`src/rtl/posit_norm_adjust.sv`:
```
// posit_norm_adjust: normalises a 2.(PROD_W-2) mantissa product so that the
// hidden bit sits at [PROD_W-2], tracks the matching scale, then splits the
// clamped scale into a posit regime run length and exponent field.
// The regime/exponent split is evaluated combinationally on the edge that
// leaves CHECK or NORM with a normalised mantissa, so the decomposition costs
// no extra cycle: results and done appear together on entry to DONE. The
// DECOMP encoding performs the same split from the held registers if entered.
module posit_norm_adjust #(
  parameter int  PROD_W  = 64,
  parameter int  SCALE_W = 10,
  parameter int  ES      = 3,
  parameter int  NBITS   = 32,
  localparam int RUN_W   = $clog2(NBITS) + 1,
  localparam int SH_W    = $clog2(PROD_W)
) (
  input  logic                      clk,
  input  logic                      reset,
  input  logic                      start,
  input  logic signed [SCALE_W-1:0] scale_in,
  input  logic [PROD_W-1:0]         mant_prod,
  output logic                      busy,
  output logic                      done,
  output logic                      zero,
  output logic                      sat,
  output logic                      sticky,
  output logic                      exp_sign,
  output logic [PROD_W-1:0]         mant_adj,
  output logic signed [SCALE_W-1:0] scale_out,
  output logic [SH_W-1:0]           shift_amt,
  output logic [RUN_W-1:0]          adj_regime,
  output logic [ES-1:0]             adj_exp
);

  localparam logic [2:0] IDLE   = 3'd0;
  localparam logic [2:0] CHECK  = 3'd1;
  localparam logic [2:0] NORM   = 3'd2;
  localparam logic [2:0] DECOMP = 3'd3;
  localparam logic [2:0] DONE   = 3'd4;

  // Internal scale carries one guard bit so shifting never wraps before clamping.
  localparam logic signed [SCALE_W:0] SCALE_MAX = (SCALE_W+1)'((NBITS - 2) << ES);
  localparam logic signed [SCALE_W:0] SCALE_MIN = -SCALE_MAX;
  localparam logic signed [SCALE_W:0] SCALE_ONE = (SCALE_W+1)'(1'b1);
  localparam logic [SH_W-1:0]         SH_ONE    = SH_W'(1'b1);

  logic [2:0]                state_r, state_n;
  logic [PROD_W-1:0]         mant_r, mant_n;
  logic signed [SCALE_W:0]   scale_r, scale_n;
  logic [SH_W-1:0]           shift_r, shift_n;
  logic                      sticky_r, sticky_n;
  logic                      clear_s, zero_hit_s, decomp_s;

  logic signed [SCALE_W:0]   clamp_s, k_s;
  logic                      clip_s;
  logic [RUN_W-1:0]          regime_s;

  logic                      busy_r, done_r, zero_r, sat_r, esign_r;
  logic signed [SCALE_W-1:0] scale_out_r;
  logic [RUN_W-1:0]          regime_r;
  logic [ES-1:0]             exp_r;

  // Next-state and datapath step for the normalisation sequencer.
  always_comb begin
    state_n    = state_r;
    mant_n     = mant_r;
    scale_n    = scale_r;
    shift_n    = shift_r;
    sticky_n   = sticky_r;
    clear_s    = 1'b0;
    zero_hit_s = 1'b0;
    decomp_s   = 1'b0;
    case (state_r)
      IDLE: begin
        if (start) begin
          mant_n   = mant_prod;
          scale_n  = {scale_in[SCALE_W-1], scale_in};
          shift_n  = '0;
          sticky_n = 1'b0;
          clear_s  = 1'b1;
          state_n  = CHECK;
        end else begin
          state_n = IDLE;
        end
      end
      CHECK: begin
        if (mant_r == '0) begin
          zero_hit_s = 1'b1;
          state_n    = DONE;
        end else if (mant_r[PROD_W-1]) begin
          // Product in [2,4): one right shift, remember the dropped bit.
          mant_n   = {1'b0, mant_r[PROD_W-1:1]};
          sticky_n = mant_r[0];
          scale_n  = scale_r + SCALE_ONE;
          decomp_s = 1'b1;
          state_n  = DONE;
        end else if (mant_r[PROD_W-2]) begin
          decomp_s = 1'b1;
          state_n  = DONE;
        end else begin
          state_n = NORM;
        end
      end
      NORM: begin
        if (mant_r[PROD_W-2]) begin
          decomp_s = 1'b1;
          state_n  = DONE;
        end else begin
          mant_n  = {mant_r[PROD_W-2:0], 1'b0};
          scale_n = scale_r - SCALE_ONE;
          shift_n = shift_r + SH_ONE;
        end
      end
      DECOMP: begin
        decomp_s = 1'b1;
        state_n  = DONE;
      end
      DONE: begin
        state_n = IDLE;
      end
      default: begin
        state_n = IDLE;
      end
    endcase
  end

  // Clamp the final scale and split it into regime run length and exponent.
  always_comb begin
    if (scale_n > SCALE_MAX) begin
      clamp_s = SCALE_MAX;
      clip_s  = 1'b1;
    end else if (scale_n < SCALE_MIN) begin
      clamp_s = SCALE_MIN;
      clip_s  = 1'b1;
    end else begin
      clamp_s = scale_n;
      clip_s  = 1'b0;
    end
    k_s = clamp_s >>> ES;
    if (k_s[SCALE_W]) begin
      regime_s = RUN_W'(-k_s);
    end else begin
      regime_s = RUN_W'(k_s + SCALE_ONE);
    end
  end

  // State, working operands and registered result outputs.
  always_ff @(posedge clk or posedge reset) begin
    if (reset) begin
      state_r     <= IDLE;
      mant_r      <= '0;
      scale_r     <= '0;
      shift_r     <= '0;
      sticky_r    <= 1'b0;
      busy_r      <= 1'b0;
      done_r      <= 1'b0;
      zero_r      <= 1'b0;
      sat_r       <= 1'b0;
      esign_r     <= 1'b0;
      scale_out_r <= '0;
      regime_r    <= '0;
      exp_r       <= '0;
    end else begin
      state_r  <= state_n;
      mant_r   <= mant_n;
      scale_r  <= scale_n;
      shift_r  <= shift_n;
      sticky_r <= sticky_n;
      busy_r   <= (state_n != IDLE) && (state_n != DONE);
      done_r   <= (state_n == DONE);
      if (clear_s) begin
        zero_r <= 1'b0;
        sat_r  <= 1'b0;
      end else if (zero_hit_s) begin
        zero_r      <= 1'b1;
        sat_r       <= 1'b0;
        esign_r     <= 1'b0;
        scale_out_r <= '0;
        regime_r    <= '0;
        exp_r       <= '0;
      end else if (decomp_s) begin
        sat_r       <= clip_s;
        esign_r     <= clamp_s[SCALE_W];
        scale_out_r <= clamp_s[SCALE_W-1:0];
        regime_r    <= regime_s;
        exp_r       <= clamp_s[ES-1:0];
      end
    end
  end

  assign busy       = busy_r;
  assign done       = done_r;
  assign zero       = zero_r;
  assign sat        = sat_r;
  assign sticky     = sticky_r;
  assign exp_sign   = esign_r;
  assign mant_adj   = mant_r;
  assign scale_out  = scale_out_r;
  assign shift_amt  = shift_r;
  assign adj_regime = regime_r;
  assign adj_exp    = exp_r;

endmodule
```
`config.mk`:
```
export PLATFORM = sky130hd
export DESIGN_NAME = posit_norm_adjust
export DESIGN_NICKNAME = d
export VERILOG_FILES = /design/src/rtl/posit_norm_adjust.sv
export SDC_FILE = /design/constraint.sdc
export NUM_CORES = 1
export LEC_CHECK = 0
export CORE_UTILIZATION = 35
export DETAILED_ROUTE_END_ITERATION = 12
export PLACE_DENSITY = 0.58
export REMOVE_ABC_BUFFERS = 1
export SLEW_MARGIN = 25
export SYNTH_ARGS = -nofsm -noshare
export SYNTH_HDL_FRONTEND = slang
export SYNTH_SLANG_ARGS = --single-unit
```
`constraint.sdc`:
```
create_clock -name clk -period 8.7 [get_ports clk]
set_input_delay 2.61 -clock clk [delete_from_list [all_inputs] [get_ports clk]]
set_output_delay 2.61 -clock clk [all_outputs]
set_load 0.005 [all_outputs]
```
==> impl_metrics.sql <==
INSERT INTO impl_metrics (metric_group, metric, value, unit) VALUES
('final_layout', 'register_area', '2650', 'um^2'),
('synthesis', 'synth_sequential_area_ratio', '0.427', ''),
('global_routing', 'grt_usage', '0.233', ''),
('timing', 'setup-tns-final', '0', 'ns'),
('route', 'detail_route.wl_per_cell', '19.3', 'um'),
('timing', 'post-route-min-period', '6.81', 'ns'),
('route', 'dr_total_vias', '6258', ''),
('critical_path', 'crit_top_cell', 'ha_1', ''),
('run_status', 'status', 'finished clean', ''),
('worst_hold_path', 'hold_start', 'scale_out[8]$_DFFE_PP0P_', ''),
('route', 'detailedRoute.firstIterationViolations', '387', ''),
('global_routing', 'grt_pass1_vias', '6084', ''),
('timing', 'number_of_failing_setup_endpoints_in_the_final_timing_report', '0', ''),
('route', 'drt-total-wl', '20800', 'um'),
('synthesis', 'synth_ff_type', 'dfrtp_1', ''),
('critical_path', 'timing.critical_path.slowest_stage_cell', 'clkdlybuf4s50_1', ''),
('final_layout', 'flow.area_growth_from_synthesis', '33.8', '%'),
('route', 'routed_via_count_divided_by_cell_count', '5.80', ''),
('pwr', 'power_density', '382', 'nW/um^2'),
('critical_path', 'timing.critical_path.cells', 'clkdlybuf4s50_1 -> mux2i_1 -> o21ai_0 -> nor4_1 -> o32ai_1 -> or3_1 -> nand4_1 -> ha_1 -> nor2_1 -> nand2_1 -> ha_1 -> nor4b_1 -> a31oi_1 -> o2111ai_1 -> a21o_1', ''),
('synthesis', 'yosys.cell_types.count', '67', ''),
('route', 'drc', '0', ''),
('timing', 'fmax', '147', 'MHz'),
('clock_network', 'cts_inserted_buffers', '9', ''),
('place', 'port_buffers', '171', ''),
('timing', 'final_hold_viol_count', '0', ''),
('clock_network', 'htree_levels', '3', ''),
('floorplanning', 'floorplan.die_area', '18300', 'um^2'),
('critical_path', 'r2r-start', 'state_r[0]$_DFF_PP0_', ''),
('critical_path', 'cp_slowest_stage_delay', '0.93', 'ns'),
('clock_network', 'ctsLongestPathBuffers', '2', ''),
('worst_hold_path', 'hold_path_class', 'flip-flop to flip-flop', ''),
('synthesis', 'synth_seq_cells', '106', ''),
('critical_path', 'cp-end-kind', 'flip-flop', ''),
('final_layout', 'fillerInstances', '1669', ''),
('synthesis', 'synthTopCellsByArea', 'dfrtp_1 43%, a22oi_1 7.5%, a31oi_1 6.7%', ''),
('critical_path', 'timing.reg2reg.worst_path_depth', '14', ''),
('clock_network', 'tritoncts_num_sinks', '106', ''),
('critical_path', 'cp.required', '8.95', 'ns'),
('floorplanning', 'placeable_core_region', '17300', 'um^2'),
('synthesis', 'synth-warning-count', '0', ''),
('floorplanning', 'die-width', '135', 'um'),
('timing', 'worstMarginPinSlew', '0.869', 'ns'),
('final_layout', 'antenna-diode-count', '0', ''),
('global_routing', 'number_of_antenna_violations_at_the_first_check_in_global_routing', '1', ''),
('clock_network', 'cts_root_buffer', 'clkbuf_16', ''),
('floorplanning', 'floorplan.die.height', '135', 'um'),
('clock_network', 'clock_transition_time_at_the_flip_flop_clock_pins_of_the_worst_setup_and_hold_paths', '0.08', 'ns'),
('critical_path', 'timing.critical_path.from_type', 'input pin', ''),
('critical_path', 'worst-r2r-setup-slack', '3.77', 'ns'),
('global_routing', 'gr-total-overflow', '0', ''),
('timing', 'final.setup_skew', '0.00703', 'ns'),
('route', 'final_antenna_net_count', '0', ''),
('synthesis', 'synth_largest_type_area_fraction', '0.427', ''),
('job', 'drv.max_cap_violation_count', '0', ''),
('synthesis', 'syn_area_per_cell', '8.54', 'um^2'),
('synthesis', 'synthCells', '727', ''),
('clock_network', 'tritoncts', 'yes', ''),
('global_routing', 'grt_start_max_net_pins', '124', ''),
('place', 'hpwl', '14200', 'um'),
('clock_network', 'worstSkewPairLatency', '0.36', 'ns'),
('clock_network', 'hold_buffers', '0', ''),
('clock_network', 'post_cts_resized', '0', ''),
('worst_hold_path', 'min_delay_worst_endpoint', 'scale_out[8]$_DFFE_PP0P_', ''),
('timing', 'slew_headroom', '0.412', ''),
('final_layout', 'area_taken_by_multi_input_logic_gates', '3230', 'um^2'),
('timing', 'ratio_of_final_minimum_period_to_clock_period', '0.782', ''),
('pwr', 'pleak', '3.20', 'nW'),
('synthesis', 'yosysTopAreaCell', 'dfrtp_1', ''),
('synthesis', 'async_flop_share', '1.00', ''),
('critical_path', 'crit_family', 'compound AO/OA/AOI/OAI gates', '');
==> worst reg2reg max path, cell delays in order, from the launching register on <==
cell and delay [ns]:
dfrtp_1 0.86, nor3b_2 0.73, o21ai_0 0.19, nor4bb_1 0.19, o32ai_1 0.69, or3_1 0.20, nand4_1 0.09, ha_1 0.51
nor2_1 0.29, nand2_1 0.12, ha_1 0.25, nor4b_1 0.15, a31oi_1 0.19, o2111ai_1 0.15, a21o_1 0.21
==> cells by family (layout without fill, tap and decap cells) <==
logic type / after synthesis / in the layout / synth area share
flip-flops: 106 / 106 / 0.427
XOR/XNOR: 8 / 8 / 0.0113
buffers and inverters: 86 / 213 / 0.0582
AO/OA/AOI/OAI: 233 / 233 / 0.257
multiplexers: 6 / 6 / 0.00987
adder cells (fa/ha/maj): 6 / 6 / 0.0121
AND/OR/NAND/NOR: 282 / 282 / 0.224
==> layout make-up <==
type                            instances  area share
Clock inverter                          5     0.00753
Timing Repair Buffer                  178       0.213
Sequential cell                       106       0.319
Tap cell                              225      0.0339
Inverter                               19     0.00888
Clock buffer                           11      0.0292
Multi-Input combinational cell        535       0.389
==> registers in the layout (all words and copies together) (netlist names) <==
register	flops
done	1
zero	1
adj_regime	6
shift_amt	6
scale_out	10
busy	1
sat	1
exp_sign	1
state_r	3
scale_r	11
mant_adj	64
sticky	1
==> how the worst max path moves through the flow <==
stage	from	cells past startpoint	slack, ns	to
detailed placement	start	15	1.63	adj_regime[4]$_DFFE_PP0P_
CTS	start	15	2.01	adj_regime[4]$_DFFE_PP0P_
global route	start	15	1.64	adj_regime[4]$_DFFE_PP0P_
global placement	start	15	1.82	adj_regime[4]$_DFFE_PP0P_
floorplan	state_r[0]$_DFF_PP0_	4	0.12	mant_adj[61]$_DFFE_PP0P_
finish	start	15	1.89	adj_regime[4]$_DFFE_PP0P_
==> cell usage in the layout, fill, tap and decap left out, types with 6 or more instances in the layout <==
cell type        count
clkdlybuf4s50_1    171
dfrtp_1            106
nor2_1              92
nand2_1             85
a31oi_1             67
a22oi_1             62
a21oi_1             23
o21ai_0             23
nor4_1              22
inv_1               18
nand4_1             13
nand3_1             10
clkbuf_16            9
nor3_1               6
ha_1                 6
buf_4                6
==> metal layers <==
| layer | vias to the layer above | wire length (um) | GRT usage |
|---|---|---|---|
| li1 | 2949 | - | - |
| met1 | 3067 | 9140 | 0.318 |
| met2 | 220 | 9660 | 0.358 |
| met3 | 22 | 1590 | 0.0602 |
| met4 | 0 | 395 | 0.0811 |
| met5 | - | 0 | 0 |
==> cell usage after synthesis, drive strengths merged, types with 4 or more instances <==
| master | n |
|---|---|
| or4 | 4 |
| xnor2 | 5 |
| or3 | 5 |
| nand3b | 4 |
| a31oi | 67 |
| mux2i | 5 |
| nor4 | 24 |
| nor2b | 4 |
| buf | 23 |
| a22o | 4 |
| nand3 | 10 |
| and3 | 4 |
| a21oi | 23 |
| inv | 19 |
| o21a | 5 |
| clkbuf | 44 |
| dfrtp | 106 |
| or2 | 4 |
| nand4 | 13 |
| nand2 | 87 |
| nor4b | 7 |
| a22oi | 62 |
| o21ai | 26 |
| o22ai | 5 |
| nor3 | 6 |
| o211ai | 5 |
| ha | 6 |
| nor2 | 93 |
| a221oi | 5 |
==> report_power, final <==
group	switching [mW]	internal (mW)
clock	0.198	0.234
sequential	0.357	0.717
combinational	0.863	0.807
==> stage by stage <==
stage          std cells  area [um^2]  utilization  hold WS (ns)  setup WS, ns
2_1_floorplan        660         5920            -         0.471         0.124
3_3_place_gp        1063         8000        0.462         0.474          1.82
3_5_place_dp        1063         8010        0.463         0.482          1.63
4_1_cts             1079         8310        0.481         0.502          2.01
5_1_grt             1079         8310        0.481         0.529          1.64
6_report            1079         8310        0.481         0.497          1.89
(Power assumes the default switching activity.)
